File: src/rtl/ann_infer_sequencer.sv
// Sequences one dense-layer inference over external weight/bias ROMs and reports the arg-max neuron.
// Define ANN_ACC_SAT_EN to make accumulator additions saturate instead of wrapping.
module ann_infer_sequencer #(
  parameter int N_IN     = 784,
  parameter int N_OUT    = 10,
  parameter int WEIGHT_W = 16,
  parameter int ACC_W    = 32
) (
  input  logic                clk,
  input  logic                reset,
  input  logic                start,
  input  logic                abort,
  input  logic [N_IN-1:0]     image,
  output logic [12:0]         w_addr,
  input  logic [WEIGHT_W-1:0] w_data,
  output logic [3:0]          b_addr,
  input  logic [WEIGHT_W-1:0] b_data,
  output logic                busy,
  output logic                done,
  output logic [3:0]          class_idx,
  output logic [ACC_W-1:0]    class_score,
  output logic [N_OUT-1:0]    output_neurons
);

  localparam int IW = $clog2(N_IN + 1);
  localparam logic [IW-1:0] I_LAST = IW'(N_IN - 1);
  localparam logic [3:0]    J_LAST = 4'(N_OUT - 1);

  typedef enum logic [2:0] {S_IDLE, S_BIAS, S_MAC, S_DRAIN, S_CMP, S_DONE} state_t;

  state_t                   state_q;
  logic [N_IN-1:0]          image_q;
  logic [N_IN-1:0]          pix_q;
  logic [IW-1:0]            i_q;
  logic [3:0]               j_q;
  logic [12:0]              wbase_q;
  logic [12:0]              w_addr_q;
  logic [3:0]               b_addr_q;
  logic signed [ACC_W-1:0]  acc_q;
  logic signed [ACC_W-1:0]  best_q;
  logic [3:0]               best_idx_q;
  logic                     busy_q;
  logic                     done_q;
  logic [3:0]               class_idx_q;
  logic [ACC_W-1:0]         class_score_q;
  logic [N_OUT-1:0]         onehot_q;

  logic signed [ACC_W-1:0]  w_ext_d;
  logic signed [ACC_W-1:0]  b_ext_d;
  logic signed [ACC_W-1:0]  acc_sum_d;
  logic [N_OUT-1:0]         onehot_d;

  assign w_ext_d = ACC_W'($signed(w_data));
  assign b_ext_d = ACC_W'($signed(b_data));

`ifdef ANN_ACC_SAT_EN
  logic [ACC_W:0] acc_wide_d;
  always_comb begin
    acc_wide_d = {acc_q[ACC_W-1], acc_q} + {w_ext_d[ACC_W-1], w_ext_d};
    acc_sum_d  = acc_wide_d[ACC_W-1:0];
    // Sign of the extended sum disagrees with its truncation only on overflow.
    if (acc_wide_d[ACC_W] != acc_wide_d[ACC_W-1]) begin
      acc_sum_d = acc_wide_d[ACC_W] ? {1'b1, {(ACC_W-1){1'b0}}} : {1'b0, {(ACC_W-1){1'b1}}};
    end
  end
`else
  always_comb begin
    acc_sum_d = acc_q + w_ext_d;
  end
`endif

  genvar gi;
  generate
    for (gi = 0; gi < N_OUT; gi++) begin : g_onehot
      assign onehot_d[gi] = (best_idx_q == 4'(gi));
    end
  endgenerate

  always_ff @(posedge clk or posedge reset) begin
    if (reset) begin
      state_q       <= S_IDLE;
      image_q       <= '0;
      pix_q         <= '0;
      i_q           <= '0;
      j_q           <= '0;
      wbase_q       <= '0;
      w_addr_q      <= '0;
      b_addr_q      <= '0;
      acc_q         <= '0;
      best_q        <= '0;
      best_idx_q    <= '0;
      busy_q        <= 1'b0;
      done_q        <= 1'b0;
      class_idx_q   <= '0;
      class_score_q <= '0;
      onehot_q      <= '0;
    end else begin
      done_q <= 1'b0;
      if (abort && state_q != S_IDLE) begin
        state_q  <= S_IDLE;
        busy_q   <= 1'b0;
        w_addr_q <= '0;
        b_addr_q <= '0;
      end else begin
        case (state_q)
          S_IDLE: begin
            if (start && !abort) begin
              image_q  <= image;
              j_q      <= '0;
              wbase_q  <= '0;
              b_addr_q <= '0;
              busy_q   <= 1'b1;
              state_q  <= S_BIAS;
            end
          end
          S_BIAS: begin
            b_addr_q <= '0;
            w_addr_q <= wbase_q;
            pix_q    <= image_q;
            i_q      <= '0;
            state_q  <= S_MAC;
          end
          S_MAC: begin
            // ROM data lags the address by one cycle: bias arrives at i=0, weight i-1 afterwards.
            if (i_q == '0) begin
              acc_q <= b_ext_d;
            end else begin
              if (pix_q[0]) acc_q <= acc_sum_d;
              pix_q <= pix_q >> 1;
            end
            if (i_q == I_LAST) begin
              w_addr_q <= '0;
              state_q  <= S_DRAIN;
            end else begin
              i_q      <= i_q + 1'b1;
              w_addr_q <= w_addr_q + 1'b1;
            end
          end
          S_DRAIN: begin
            if (pix_q[0]) acc_q <= acc_sum_d;
            state_q <= S_CMP;
          end
          S_CMP: begin
            if (j_q == '0 || acc_q > best_q) begin
              best_q     <= acc_q;
              best_idx_q <= j_q;
            end
            if (j_q == J_LAST) begin
              state_q <= S_DONE;
            end else begin
              j_q      <= j_q + 1'b1;
              b_addr_q <= j_q + 1'b1;
              wbase_q  <= wbase_q + 13'(N_IN);
              state_q  <= S_BIAS;
            end
          end
          S_DONE: begin
            done_q        <= 1'b1;
            busy_q        <= 1'b0;
            class_idx_q   <= best_idx_q;
            class_score_q <= best_q;
            onehot_q      <= onehot_d;
            state_q       <= S_IDLE;
          end
          default: state_q <= S_IDLE;
        endcase
      end
    end
  end

  assign w_addr         = w_addr_q;
  assign b_addr         = b_addr_q;
  assign busy           = busy_q;
  assign done           = done_q;
  assign class_idx      = class_idx_q;
  assign class_score    = class_score_q;
  assign output_neurons = onehot_q;

endmodule

File: config.mk
export PLATFORM = sky130hd
export DESIGN_NAME = ann_infer_sequencer
export DESIGN_NICKNAME = d
export VERILOG_FILES = /design/src/rtl/ann_infer_sequencer.sv
export SDC_FILE = /design/constraint.sdc
export NUM_CORES = 2
export LEC_CHECK = 0
export ABC_AREA = 1
export CAP_MARGIN = 10
export CORE_MARGIN = 2
export CORE_UTILIZATION = 25
export CTS_CLUSTER_SIZE = 24
export DETAILED_ROUTE_END_ITERATION = 6
export SLEW_MARGIN = 10
export SYNTH_ARGS = -nofsm -noshare
export SYNTH_HDL_FRONTEND = slang
export SYNTH_SLANG_ARGS = --single-unit
File: constraint.sdc
create_clock -name clk -period 110.2 [get_ports clk]
set_input_delay 22.04 -clock clk [delete_from_list [all_inputs] [get_ports clk]]
set_output_delay 22.04 -clock clk [all_outputs]
set_load 0.03 [all_outputs]
# Yosys cells after proc, flatten, opt, wreduce, memory -nomap -nowiden
# Index checks and enable logic that the tools add are counted.
[classes] mux=28 magnitude_cmp=1 eq_ne=23 reduce_logical=25 addsub=5 bitwise_logic=1
[op_table] op="784-bit one-hot mux with 2 select lines" n=1
[op_table] op="784-bit two-way mux" n=1
[op_table] op="32-bit two-way mux" n=2
[op_table] op="32-bit one-hot mux with 2 select lines" n=1
[op_table] op="13-bit two-way mux" n=4
[op_table] op="13-bit one-hot mux with 2 select lines" n=2
[op_table] op="32-bit by 16-bit adder with 32-bit output" n=1
[op_table] op="32-bit > comparator" n=1
[op_table] op="10-bit one-hot mux with 2 select lines" n=1
[op_table] op="4-bit by 3-bit == test with 1-bit output (second input constant)" n=4
[op_table] op="3-bit one-hot mux with 5 select lines" n=1
[op_table] op="3-bit AND reduction" n=5
[op_table] op="13-bit by 1-bit adder with 13-bit output (second input constant)" n=1
[op_table] op="13-bit by 10-bit adder with 13-bit output (second input constant)" n=1
[op_table] op="4-bit == test (second input constant)" n=3
[op_table] op="3-bit two-way mux" n=4
[op_table] op="4-bit two-way mux" n=3
[op_table] op="4-bit one-hot mux with 3 select lines" n=1
[op_table] op="10-bit by 1-bit adder with 10-bit output (second input constant)" n=1
[op_table] op="10-bit == test (second input constant)" n=1
[op_table] op="10-bit zero test" n=1
[op_table] op="10-bit two-way mux" n=1
[op_table] op="3-bit != test (second input constant)" n=3
[op_table] op="3-bit nonzero test" n=3
[op_table] op="other kinds (20)" n=36
[word_totals] reg_bits=1731 wordCells=99 inputBits=820

# Depth between registers and ports, before layout
[logic_depth] depth_word=5 depth_mapped=20 depth_no_buf=19

# Least setup slack after synthesis
# Ideal clock, no wire load.
[synth_path] path_kind="input to register" startpoint="in w_data[0]" endpoint="reg acc_q[20]" setup_ps=84 cell_stages=16 arrival_time_ps=23531 setup_slack_ps=86585 cell_sequence="ha_1 inv_1 fa_1 inv_1 nand3_1 nand2_1 nand2_1 nand2_1 nand2_1 nand2_1 nand2_1 nand2_1 nand2_1 nand3_1 nand3_1 a21boi_0"
[synth_between] elab_chain_len=4
[synth_rtl] element="start: declaration" line_no="15" source="input logic [WEIGHT_W-1:0] w_data,"
[synth_rtl] element="32-bit by 16-bit adder with 32-bit output *" line_no="68" source="acc_sum_d = acc_q + w_ext_d;"
[synth_rtl] element="32-bit two-way mux *" line_no="128, 140"
[synth_rtl] element="32-bit two-way mux" line_no="125" source="if (i_q == '0) begin"
[synth_rtl] element="32-bit one-hot mux with 2 select lines *" line_no="105" source="case (state_q)"
[synth_rtl] element="end signal: assignment" line_no="126" source="acc_q <= b_ext_d;"
[synth_rtl] element="end signal: assignment" line_no="128" source="if (pix_q[0]) acc_q <= acc_sum_d;"
[synth_rtl] element="end signal: assignment" line_no="140" source="if (pix_q[0]) acc_q <= acc_sum_d;"
[synth_rtl] element="end: declaration" line_no="39" source="logic signed [ACC_W-1:0] acc_q;"
# Mark *: on every way between the ends. The rest lies on a longest branch, timed or not.
# A chain may end at the register's enable or synchronous reset.

==> reports/qor.csv <==
metric,value,unit
h-tree-depth,4,
synth_top_area_share,56.2,%
clock_path_buffers,4,
yosysTopAreaCell,dfrtp_1,
timing.rr.start,state_q[2],
cts_resized,0,
max-slew-margin-rel,2.43,%
syn_area_per_cell,8.59,um2
routed_wl,218,mm
slew_violations,0,
finalCriticalPeriod,28.65,ns
power_density,28.1,mW/mm2
fillers,32186,
clk_latency,0.80,ns
worst-path-max-fanout,91,
post-route-drc-count,4,
ys_seq_area_share,56.2,%
worstSetupEndpointType,asynchronous set/reset pin,
max_slew.worst_pin.slew,1.46,ns
grt_antenna_before_repair,22,
worst_ep_required_time,111.02,ns
die_y,559,um
num_vias,60471,
port_buffers,884,
firstDrtPassIters,7,
vdd_ir_drop_max,0.0212,mV
ys_ff_latch,1727,
max_freq,0.0349,GHz
coreArea,0.306,mm2
ys_top_cells_by_count,"3,505 x nand2_1, 1,727 x dfrtp_1, 971 x inv_1, 710 x o21ai_1, 701 x o211ai_1",
cts.sinks,1727,
overflow,0,
die_area,0.312,mm2
grt_use_total,13.6,%
max-cap-violations,0,
rsz0062_at_grt,no,
holdCritPathClass,reg2reg,
grt_max_degree,209,
synth_edf_count,0,
hpwlAfterDp,147,mm
yosysMostFrequentCell,nand2_1,
start_util,25.1,%
dr.first_iter.drc_count,4437,
post_cts_buffers,0,
leakagePower,44.0,nW
reg2reg_depth,15,
setup_viol_count_final,0,
gp_congestion,0.837,
io_pins,885,
finalSetupTns,0,ns
hold_violations,0,
cts_tree,built,
critical_path_class,in2async,
failed_checks,DRC,
crit_end,image_q[144],
outcome,"finished, violations left",
stdcell_count,13818,
final_nets,10445,
die_w,559,um
dp_cells,13453,
ys_types,45,
cp-start-kind,input port,
finalCritPeriodShare,26.0,%
cp_data_arrival_time,29.47,ns
hold_buffers,0,
startpoint,reset,
synth_flop_cell,dfrtp_1,
area_growth,24.3,%
drtAntennaViolNets,0,
yosysWarnings,0,
cts_root_buf,clkbuf_16,
synth_area_leaders,"dfrtp_1 56%, nand2_1 17%, o211ai_1 6.8%",
grt_first_pass_wirelength,340,mm
synthArstFlopShare,100,%
synth_nets,9841,
skew,0.0591,ns
rr_endpoint,pix_q[119],
rows,203,
syn_area,0.0769,mm2
wl_per_cell,15.8,um
cts_buffers,199,
clk_pin_slew,0.06,ns
drive_gt1_share,5.45,%
r2r_setup_slack,103.08,ns
synthCells,8950,
viasPerCell,4.38,
grt_pass1_vias,58442,
-- critical path: stages --
cell and delay, ns:
clkdlybuf4s50_1 0.50, inv_8 0.42, buf_4 0.67, buf_4 0.69
buf_4 0.74, buf_4 0.70, buf_4 0.80, buf_4 0.82
buf_4 0.77, buf_4 0.85
-- layout by cell type, fill, tap and decap left out, types with 10 or more instances in the layout --
cell,netlist,final
clkbuf_8,0,47
bufinv_16,0,14
dfrtp_1,1727,1727
clkinv_2,0,24
clkdlybuf4s50_1,0,884
inv_1,971,970
nand3_1,117,116
a21oi_1,76,76
o21ai_0,198,198
or2_2,18,18
nand2_1,3505,3503
buf_4,4,70
diode_2,0,10
o21ai_1,710,710
nor3_1,16,16
nand4_1,10,10
clkbuf_1,306,36
ha_1,70,70
clkinvlp_4,0,16
clkbuf_16,0,200
nor2_1,85,83
o211ai_2,90,90
o211ai_1,701,701
-- how the worst min path moves through the flow --
stage | end | slack [ns] | depth (start not counted) | startpoint
3_3_place_gp | best_q[7] | 0.45 | 2 | best_q[7]
4_1_cts | best_q[28] | 0.47 | 2 | best_q[28]
2_1_floorplan | best_q[10] | 0.44 | 2 | best_q[10]
6_report | best_q[27] | 0.47 | 2 | best_q[27]
5_1_grt | image_q[725] | 0.49 | 2 | image_q[725]
3_5_place_dp | best_q[11] | 0.46 | 2 | best_q[11]
-- final cells by class --
cell class	count	area (um2)	share of cell area, %
Antenna cell	10	25.0	0.0262
Tap cell	4100	5130	5.37
Timing Repair Buffer	963	9550	10.0
Clock buffer	283	5790	6.06
Multi-Input combinational cell	5685	27200	28.5
Sequential cell	1727	43200	45.2
Inverter	978	3690	3.86
Clock inverter	72	900	0.942
-- per-layer routing --
metal  wire length (um)  GRT usage [%]  up-vias
met4               5920           4.15        8
met1             102000           19.0    28903
met5                 51              0        -
met3              10500           1.99      311
li1                   -              -    29952
met2             100000           21.7     1297
-- state kept, by name (all words and copies together) (netlist names), 9 cells and up --
register and flops:
i_q 10, acc_q 32, wbase_q 9, class_score 32, image_q 784, w_addr 13, best_q 32, pix_q 784
output_neurons 10
-- kinds of logic after synthesis --
group	synth area share, %
buffers and inverters	8.41
adders and majority gates	1.17
and+or+nand+nor	18.8
DFF	56.2
AOI/OAI and AO/OA	15.3
xor gates and xnor gates	0.148
-- where the power goes --
part           switching [W]  internal (W)  total, W  leakage, nW
registers           0.000131      0.000926   0.00106         21.7
clock network       0.000277      0.000399  0.000676         3.25
logic               0.000619      0.000329  0.000948         19.0
total                0.00103       0.00165   0.00268         44.0
-- through the flow --
stage,setup WS (ns),hold slack (ns),power [W],utilization [%],instance area [um2]
5_1_grt,80.40,0.493,0.00291,31.2,95500
6_report,81.55,0.467,0.00268,31.2,95500
4_1_cts,81.16,0.471,0.00272,31.2,95500
3_3_place_gp,80.22,0.453,0.00200,29.0,88800
3_5_place_dp,80.22,0.458,0.00202,29.0,88800
2_1_floorplan,39.41,0.442,0.00181,-,76900
No activity file was read; power rests on OpenSTA's default activity.
